File: src/rtl/fetch_decode_if.sv
// Fetch/decode bus: instruction-memory handshake, redirect input and decoded control word.
// master = fetch_decode side, slave = memory/datapath side.
interface fetch_decode_if;
   logic        imem_req;
   logic [31:0] imem_addr;
   logic        imem_ack;
   logic [31:0] imem_rdata;
   logic        redirect_valid;
   logic [31:0] redirect_pc;
   logic        dec_valid;
   logic        dec_ready;
   logic [3:0]  instType;
   logic [2:0]  fun3;
   logic        fun7;
   logic [4:0]  rd;
   logic [4:0]  rs1;
   logic [4:0]  rs2;
   logic [31:0] pc;
   logic [31:0] imm;
   logic        illegal;

   modport master (
      output imem_req, imem_addr,
      input  imem_ack, imem_rdata,
      input  redirect_valid, redirect_pc,
      output dec_valid,
      input  dec_ready,
      output instType, fun3, fun7, rd, rs1, rs2, pc, imm, illegal
   );

   modport slave (
      input  imem_req, imem_addr,
      output imem_ack, imem_rdata,
      output redirect_valid, redirect_pc,
      input  dec_valid,
      output dec_ready,
      input  instType, fun3, fun7, rd, rs1, rs2, pc, imm, illegal
   );
endinterface

File: src/rtl/fetch_decode.sv
// RV32 single-instruction fetch + decode front end with redirect handling.
// Optional FETCH_DECODE_ILLEGAL_HALT_EN: an illegal instruction parks the unit in HALT until reset.
module fetch_decode #(
   parameter logic [31:0] RESET_PC = 32'h0000_0000
) (
   input logic           clk,
   input logic           rst,
   fetch_decode_if.master bus
);

   typedef enum logic [2:0] {
      S_IDLE, S_FETCH, S_DECODE, S_HOLD
`ifdef FETCH_DECODE_ILLEGAL_HALT_EN
      , S_HALT
`endif
   } state_t;

   state_t      r_state, w_nstate;
   logic [31:0] r_fetch_pc;
   logic [31:0] r_ir;
   logic        r_redir_pend;
   logic [31:0] r_redir_pc;
   logic [3:0]  r_type;
   logic [2:0]  r_fun3;
   logic        r_fun7;
   logic [4:0]  r_rd, r_rs1, r_rs2;
   logic [31:0] r_pc, r_imm;
   logic        r_illegal;

   logic        w_imem_req, w_dec_valid;
   logic [31:0] w_redir_pc;
   logic [3:0]  w_type;
   logic        w_illegal;
   logic [4:0]  w_rd, w_rs1, w_rs2;
   logic [31:0] w_imm;

   assign w_redir_pc = bus.redirect_pc & ~32'h3;

   always_ff @(posedge clk or negedge rst) begin
      if (!rst) r_state <= S_IDLE;
      else      r_state <= w_nstate;
   end

   always_comb begin
      w_nstate = r_state;
      case (r_state)
         S_IDLE:   w_nstate = S_FETCH;
         // a redirect seen during the request turns the returned word into a drop
         S_FETCH:  if (bus.imem_ack)
                      w_nstate = (r_redir_pend || bus.redirect_valid) ? S_FETCH : S_DECODE;
         S_DECODE: begin
            if (bus.redirect_valid) w_nstate = S_FETCH;
`ifdef FETCH_DECODE_ILLEGAL_HALT_EN
            else if (w_illegal)     w_nstate = S_HALT;
`endif
            else                    w_nstate = S_HOLD;
         end
         S_HOLD:   if (bus.redirect_valid || bus.dec_ready) w_nstate = S_FETCH;
`ifdef FETCH_DECODE_ILLEGAL_HALT_EN
         S_HALT:   w_nstate = S_HALT;
`endif
         default:  w_nstate = S_IDLE;
      endcase
   end

   always_comb begin
      w_imem_req  = (r_state == S_FETCH);
      w_dec_valid = (r_state == S_HOLD);
   end

   always_comb begin
      case (r_ir[6:0])
         7'b0000011: w_type = 4'd0;
         7'b0010011: w_type = 4'd1;
         7'b0100011: w_type = 4'd2;
         7'b0110011: w_type = 4'd3;
         7'b0110111: w_type = 4'd4;
         7'b0010111: w_type = 4'd5;
         7'b1100011: w_type = 4'd6;
         7'b1100111: w_type = 4'd7;
         7'b1101111: w_type = 4'd8;
         default:    w_type = 4'hF;
      endcase
      w_illegal = (w_type == 4'hF);
      w_rd  = r_ir[11:7];
      w_rs1 = r_ir[19:15];
      w_rs2 = r_ir[24:20];
      w_imm = '0;
      case (w_type)
         4'd0, 4'd1, 4'd7: begin
            w_rs2 = '0;
            w_imm = {{20{r_ir[31]}}, r_ir[31:20]};
         end
         4'd2: begin
            w_rd  = '0;
            w_imm = {{20{r_ir[31]}}, r_ir[31:25], r_ir[11:7]};
         end
         4'd6: begin
            w_rd  = '0;
            w_imm = {{19{r_ir[31]}}, r_ir[31], r_ir[7], r_ir[30:25], r_ir[11:8], 1'b0};
         end
         4'd4, 4'd5: begin
            w_rs1 = '0;
            w_rs2 = '0;
            w_imm = {r_ir[31:12], 12'h000};
         end
         4'd8: begin
            w_rs1 = '0;
            w_rs2 = '0;
            w_imm = {{11{r_ir[31]}}, r_ir[31], r_ir[19:12], r_ir[20], r_ir[30:21], 1'b0};
         end
         default: ;
      endcase
   end

   always_ff @(posedge clk or negedge rst) begin
      if (!rst) begin
         r_fetch_pc   <= RESET_PC;
         r_ir         <= '0;
         r_redir_pend <= 1'b0;
         r_redir_pc   <= '0;
         r_type       <= '0;
         r_fun3       <= '0;
         r_fun7       <= 1'b0;
         r_rd         <= '0;
         r_rs1        <= '0;
         r_rs2        <= '0;
         r_pc         <= '0;
         r_imm        <= '0;
         r_illegal    <= 1'b0;
      end else begin
         case (r_state)
            S_IDLE: if (bus.redirect_valid) r_fetch_pc <= w_redir_pc;
            S_FETCH: begin
               // imem_addr must stay put until ack, so a redirect is parked until then
               if (bus.imem_ack) begin
                  if (bus.redirect_valid) begin
                     r_fetch_pc   <= w_redir_pc;
                     r_redir_pend <= 1'b0;
                  end else if (r_redir_pend) begin
                     r_fetch_pc   <= r_redir_pc;
                     r_redir_pend <= 1'b0;
                  end else begin
                     r_ir <= bus.imem_rdata;
                  end
               end else if (bus.redirect_valid) begin
                  r_redir_pend <= 1'b1;
                  r_redir_pc   <= w_redir_pc;
               end
            end
            S_DECODE: begin
               r_type    <= w_type;
               r_fun3    <= r_ir[14:12];
               r_fun7    <= r_ir[30];
               r_rd      <= w_rd;
               r_rs1     <= w_rs1;
               r_rs2     <= w_rs2;
               r_imm     <= w_imm;
               r_illegal <= w_illegal;
               r_pc      <= r_fetch_pc;
               if (bus.redirect_valid) r_fetch_pc <= w_redir_pc;
            end
            S_HOLD: begin
               if (bus.redirect_valid)  r_fetch_pc <= w_redir_pc;
               else if (bus.dec_ready) r_fetch_pc <= r_fetch_pc + 32'd4;
            end
            default: ;
         endcase
      end
   end

   assign bus.imem_req  = w_imem_req;
   assign bus.imem_addr = r_fetch_pc;
   assign bus.dec_valid = w_dec_valid;
   assign bus.instType  = r_type;
   assign bus.fun3      = r_fun3;
   assign bus.fun7      = r_fun7;
   assign bus.rd        = r_rd;
   assign bus.rs1       = r_rs1;
   assign bus.rs2       = r_rs2;
   assign bus.pc        = r_pc;
   assign bus.imm       = r_imm;
   assign bus.illegal   = r_illegal;

endmodule

File: src/flat_wrapper.sv
// flat-port wrapper written by rule: the top's interface ports become plain ports
module fetch_decode_flat 
#(
   parameter logic [31:0] RESET_PC = 32'h0000_0000
)
  (clk, rst, bus_imem_req, bus_imem_addr, bus_imem_ack, bus_imem_rdata, bus_redirect_valid, bus_redirect_pc, bus_dec_valid, bus_dec_ready, bus_instType, bus_fun3, bus_fun7, bus_rd, bus_rs1, bus_rs2, bus_pc, bus_imm, bus_illegal);
  fetch_decode_if bus_i ();
  input logic clk;
  input logic rst;
  output wire logic [$bits(bus_i.imem_req)-1:0] bus_imem_req;
  output wire logic [$bits(bus_i.imem_addr)-1:0] bus_imem_addr;
  input wire logic [$bits(bus_i.imem_ack)-1:0] bus_imem_ack;
  input wire logic [$bits(bus_i.imem_rdata)-1:0] bus_imem_rdata;
  input wire logic [$bits(bus_i.redirect_valid)-1:0] bus_redirect_valid;
  input wire logic [$bits(bus_i.redirect_pc)-1:0] bus_redirect_pc;
  output wire logic [$bits(bus_i.dec_valid)-1:0] bus_dec_valid;
  input wire logic [$bits(bus_i.dec_ready)-1:0] bus_dec_ready;
  output wire logic [$bits(bus_i.instType)-1:0] bus_instType;
  output wire logic [$bits(bus_i.fun3)-1:0] bus_fun3;
  output wire logic [$bits(bus_i.fun7)-1:0] bus_fun7;
  output wire logic [$bits(bus_i.rd)-1:0] bus_rd;
  output wire logic [$bits(bus_i.rs1)-1:0] bus_rs1;
  output wire logic [$bits(bus_i.rs2)-1:0] bus_rs2;
  output wire logic [$bits(bus_i.pc)-1:0] bus_pc;
  output wire logic [$bits(bus_i.imm)-1:0] bus_imm;
  output wire logic [$bits(bus_i.illegal)-1:0] bus_illegal;
  assign bus_imem_req = bus_i.imem_req;
  assign bus_imem_addr = bus_i.imem_addr;
  assign bus_i.imem_ack = bus_imem_ack;
  assign bus_i.imem_rdata = bus_imem_rdata;
  assign bus_i.redirect_valid = bus_redirect_valid;
  assign bus_i.redirect_pc = bus_redirect_pc;
  assign bus_dec_valid = bus_i.dec_valid;
  assign bus_i.dec_ready = bus_dec_ready;
  assign bus_instType = bus_i.instType;
  assign bus_fun3 = bus_i.fun3;
  assign bus_fun7 = bus_i.fun7;
  assign bus_rd = bus_i.rd;
  assign bus_rs1 = bus_i.rs1;
  assign bus_rs2 = bus_i.rs2;
  assign bus_pc = bus_i.pc;
  assign bus_imm = bus_i.imm;
  assign bus_illegal = bus_i.illegal;
  fetch_decode #(.RESET_PC(RESET_PC)) u_core (.clk(clk), .rst(rst), .bus(bus_i));
endmodule
File: config.mk
export PLATFORM = sky130hd
export DESIGN_NAME = fetch_decode_flat
export DESIGN_NICKNAME = d
export VERILOG_FILES = /design/src/rtl/fetch_decode_if.sv /design/src/rtl/fetch_decode.sv /design/src/flat_wrapper.sv
export SDC_FILE = /design/constraint.sdc
export NUM_CORES = 1
export LEC_CHECK = 0
export ABC_CLOCK_PERIOD_IN_PS = 4300
export BUFFER_PORTS_ARGS = -buffer_cell sky130_fd_sc_hd__buf_2
export CORE_MARGIN = 4
export CORE_UTILIZATION = 29
export CTS_CLUSTER_SIZE = 30
export DETAILED_ROUTE_END_ITERATION = 7
export GPL_TIMING_DRIVEN = 0
export PLACE_DENSITY = 0.56
export SLEW_MARGIN = 20
export SYNTH_ARGS = -nofsm -noshare
export SYNTH_HDL_FRONTEND = slang
export SYNTH_SLANG_ARGS = --single-unit
File: constraint.sdc
create_clock -name clk -period 4.3 [get_ports clk]
set_input_delay 0.43 -clock clk [delete_from_list [all_inputs] [get_ports clk]]
set_output_delay 0.43 -clock clk [all_outputs]
set_load 0.02 [all_outputs]
==> impl_metrics.ini <==
[finish]
post-route-util_pct = 37.1
drive_gt1_share_pct = 28.8
final_common_cell = buf_2
nFillCells = 2937
synthToLayoutAreaGrowth_pct = 24.9
fin_area_um2 = 10400
antenna_cells = 0
stdcell_count = 1421
nets = 1100
layout_common_cells = buf_2, dfrtp_1, nand2_1

[route]
wl_um = 26800
via_per_inst = 4.99
drtIter0Drc = 530
antenna_left = 0
remaining_drc_errors = 0
dr.pass1.iters = 5
met3_length_um = 1670
m1WireLength_um = 12100
wl_per_cell_um = 18.9
highest_layer = met4
wl_met2_um = 12500
num_vias = 7084

[global_routing]
grt_max_degree = 65
grt_usage_pct = 17.0
antenna_found_initial = 0
overflow = 0
grt_pass1_vias = 6891
grt_pass1_wl_um = 41300

[power]
cellLeakagePower_nw = 4.86
total_power_mw = 6.67
ir_worst_vdd_uv = 220
power_density_nw_per_um2 = 640

[timing]
fin_hold_ws_ns = 0.211
rsz0062_at_grt = no
fin_crit_sh_pct = 66.0
setup-tns-final_ns = 0
finalClockSkew_ns = 0.0174
slew_violations = 0
worst_pin_slew_ns = 0.883
setup_viol = 0
fin_ws_ns = 1.46
max_freq_mhz = 353
finalHoldViolations = 0
slew_headroom_pct = 40.7
min_period_ns = 2.84

[clock_tree]
post_cts_buffers = 0
cts_sinks = 181
htree_levels = 4
clk_latency_ns = 0.43
cts_tree = done
clockBufferDepth = 2
clk_pin_slew_ns = 0.08
cts_buffers = 17
cts_root_buffer = clkbuf_16

[placed_design]
place_ws_ns = 1.51
gp_congestion = 0.845
port_buffers = 183
dp_cells = 1388
hpwl_um = 19900
place_area_um2 = 9820

[worst_setup_path]
critPathRequiredTime_ns = 4.58
r2r_slack_ns = 1.46
reg2reg_from = u_core.r_state[1]$_DFFE_PN0P_
critPathLaunch = u_core.r_state[1]$_DFFE_PN0P_
cp_max_fo = 10
crit_path_start_kind = flip-flop
critPathCaptureType = flip-flop
arrival_ns = 3.12
crit_type = flip-flop to flip-flop

[floorplan]
die_h_um = 178
die_area_um2 = 31600
die_w_um = 178
io_pins = 191
rows = 61
initial_core_util_pct = 29.7
core_um2 = 28100

[yosys]
synth_area_leaders = dfrtp_1, mux2_2, nand2_1
synth-edff-count = 0
yosys.area.top_type = dfrtp_1
async_reset_ff_share_pct = 100
yosysSeqAreaShare_pct = 54.2
synth_warnings = 0
yosys.area.top_type_share_pct = 54.2
ys_ff_latch = 181
syn_area_per_cell_um2 = 10.2
syn_inst = 822
syn_area_um2 = 8360
synthDistinctLibCells = 67
ys.flop_type = dfrtp_1

[outcome]
status = finished clean

[worst_hold_path]
hp-class = input port to flip-flop
hold_start = bus_imem_rdata[3]

[flow_run]
cap_violations = 0
flip-flops by register name, indices dropped and copies added, names as in the netlist:
| signal | cells |
|---|---|
| u_core.bus.imm | 32 |
| u_core.r_ir | 32 |
| u_core.bus.imem_addr | 30 |
| u_core.bus.pc | 30 |
| u_core.r_redir_pc | 30 |
| u_core.bus.rd | 5 |
| u_core.bus.rs1 | 5 |
| u_core.bus.rs2 | 5 |
| u_core.bus.instType | 4 |
| u_core.bus.fun3 | 3 |
| u_core.r_state | 2 |
| u_core.bus.fun7 | 1 |
| u_core.bus.illegal | 1 |
| u_core.r_redir_pend | 1 |
metal layers:
metal	up-vias	GRT usage, %
met5	-	0
met4	0	4.87
met3	28	3.24
met1	3474	23.4
li1	3335	-
met2	247	27.3
critical path: stages, from the launching register on:
cell,delay (ns)
dfrtp_1,0.33
clkbuf_1,0.34
clkbuf_1,0.47
clkbuf_1,0.50
buf_1,0.57
o22ai_1,0.15
mux2i_1,0.19
o221ai_1,0.13
timing repair:
item / CTS / global route
hold buffers: 1 / 0
hold endpoints to repair: 55 / 0
gates resized for setup: 0 / 0
cells by family after synthesis:
kind of cell / after synthesis / synth area share, %
compound gates: 191 / 15.8
buf+inv: 76 / 3.70
mux: 65 / 8.69
xor+xnor: 14 / 1.47
flops: 181 / 54.2
simple gates: 293 / 16.0
fa+ha+maj: 1 / 0.150
other cells: 1 / 0.0449
area by class of cell:
class / count / area (um^2) / share of cell area [%]
Buffer: 60 / 249 / 2.39
Clock buffer: 18 / 439 / 4.21
Clock inverter: 14 / 156 / 1.50
Inverter: 16 / 60.1 / 0.576
Multi-Input combinational cell: 568 / 3530 / 33.9
Sequential cell: 181 / 4530 / 43.4
Tap cell: 378 / 473 / 4.53
Timing Repair Buffer: 186 / 991 / 9.50
final timing paths:
kind                                                             end  depth (start not counted)
worst max-delay path            u_core.bus.imem_addr[22]$_DFFE_PN0P_                          7
worst min-delay path                      u_core.r_ir[3]$_DFFE_PN0P_                          3
min in group asynchronous              u_core.bus.imm[8]$_DFFE_PN0P_                          2
worst min register to register         u_core.bus.pc[10]$_DFFE_PN0P_                          2
worst max register to register  u_core.bus.imem_addr[22]$_DFFE_PN0P_                          7
max in group asynchronous       u_core.bus.imem_addr[26]$_DFFE_PN0P_                          3
Yosys cell counts (6+ instances only):
cell type,count
o22ai_1,6
a22oi_1,7
a221oi_1,6
mux2_2,60
nand3_1,12
nand4_1,6
o211ai_1,6
xor2_1,7
dfrtp_1,181
a31oi_1,7
and3_1,10
nor2_1,49
inv_1,16
nor3_1,15
a21oi_1,50
nor3b_1,8
clkbuf_1,46
a221o_1,13
xnor2_1,7
o21ai_0,38
nand2_1,163
a22o_1,19
where the power goes:
part	internal [mW]	leakage [nW]	total, mW	switching [mW]
Sequential	2.31	2.25	2.84	0.535
Combinational	0.852	2.32	2.23	1.38
Clock	0.845	0.287	1.60	0.758
Total	4.00	4.86	6.67	2.67
Note: power is estimated with default switching activity, not from simulation.
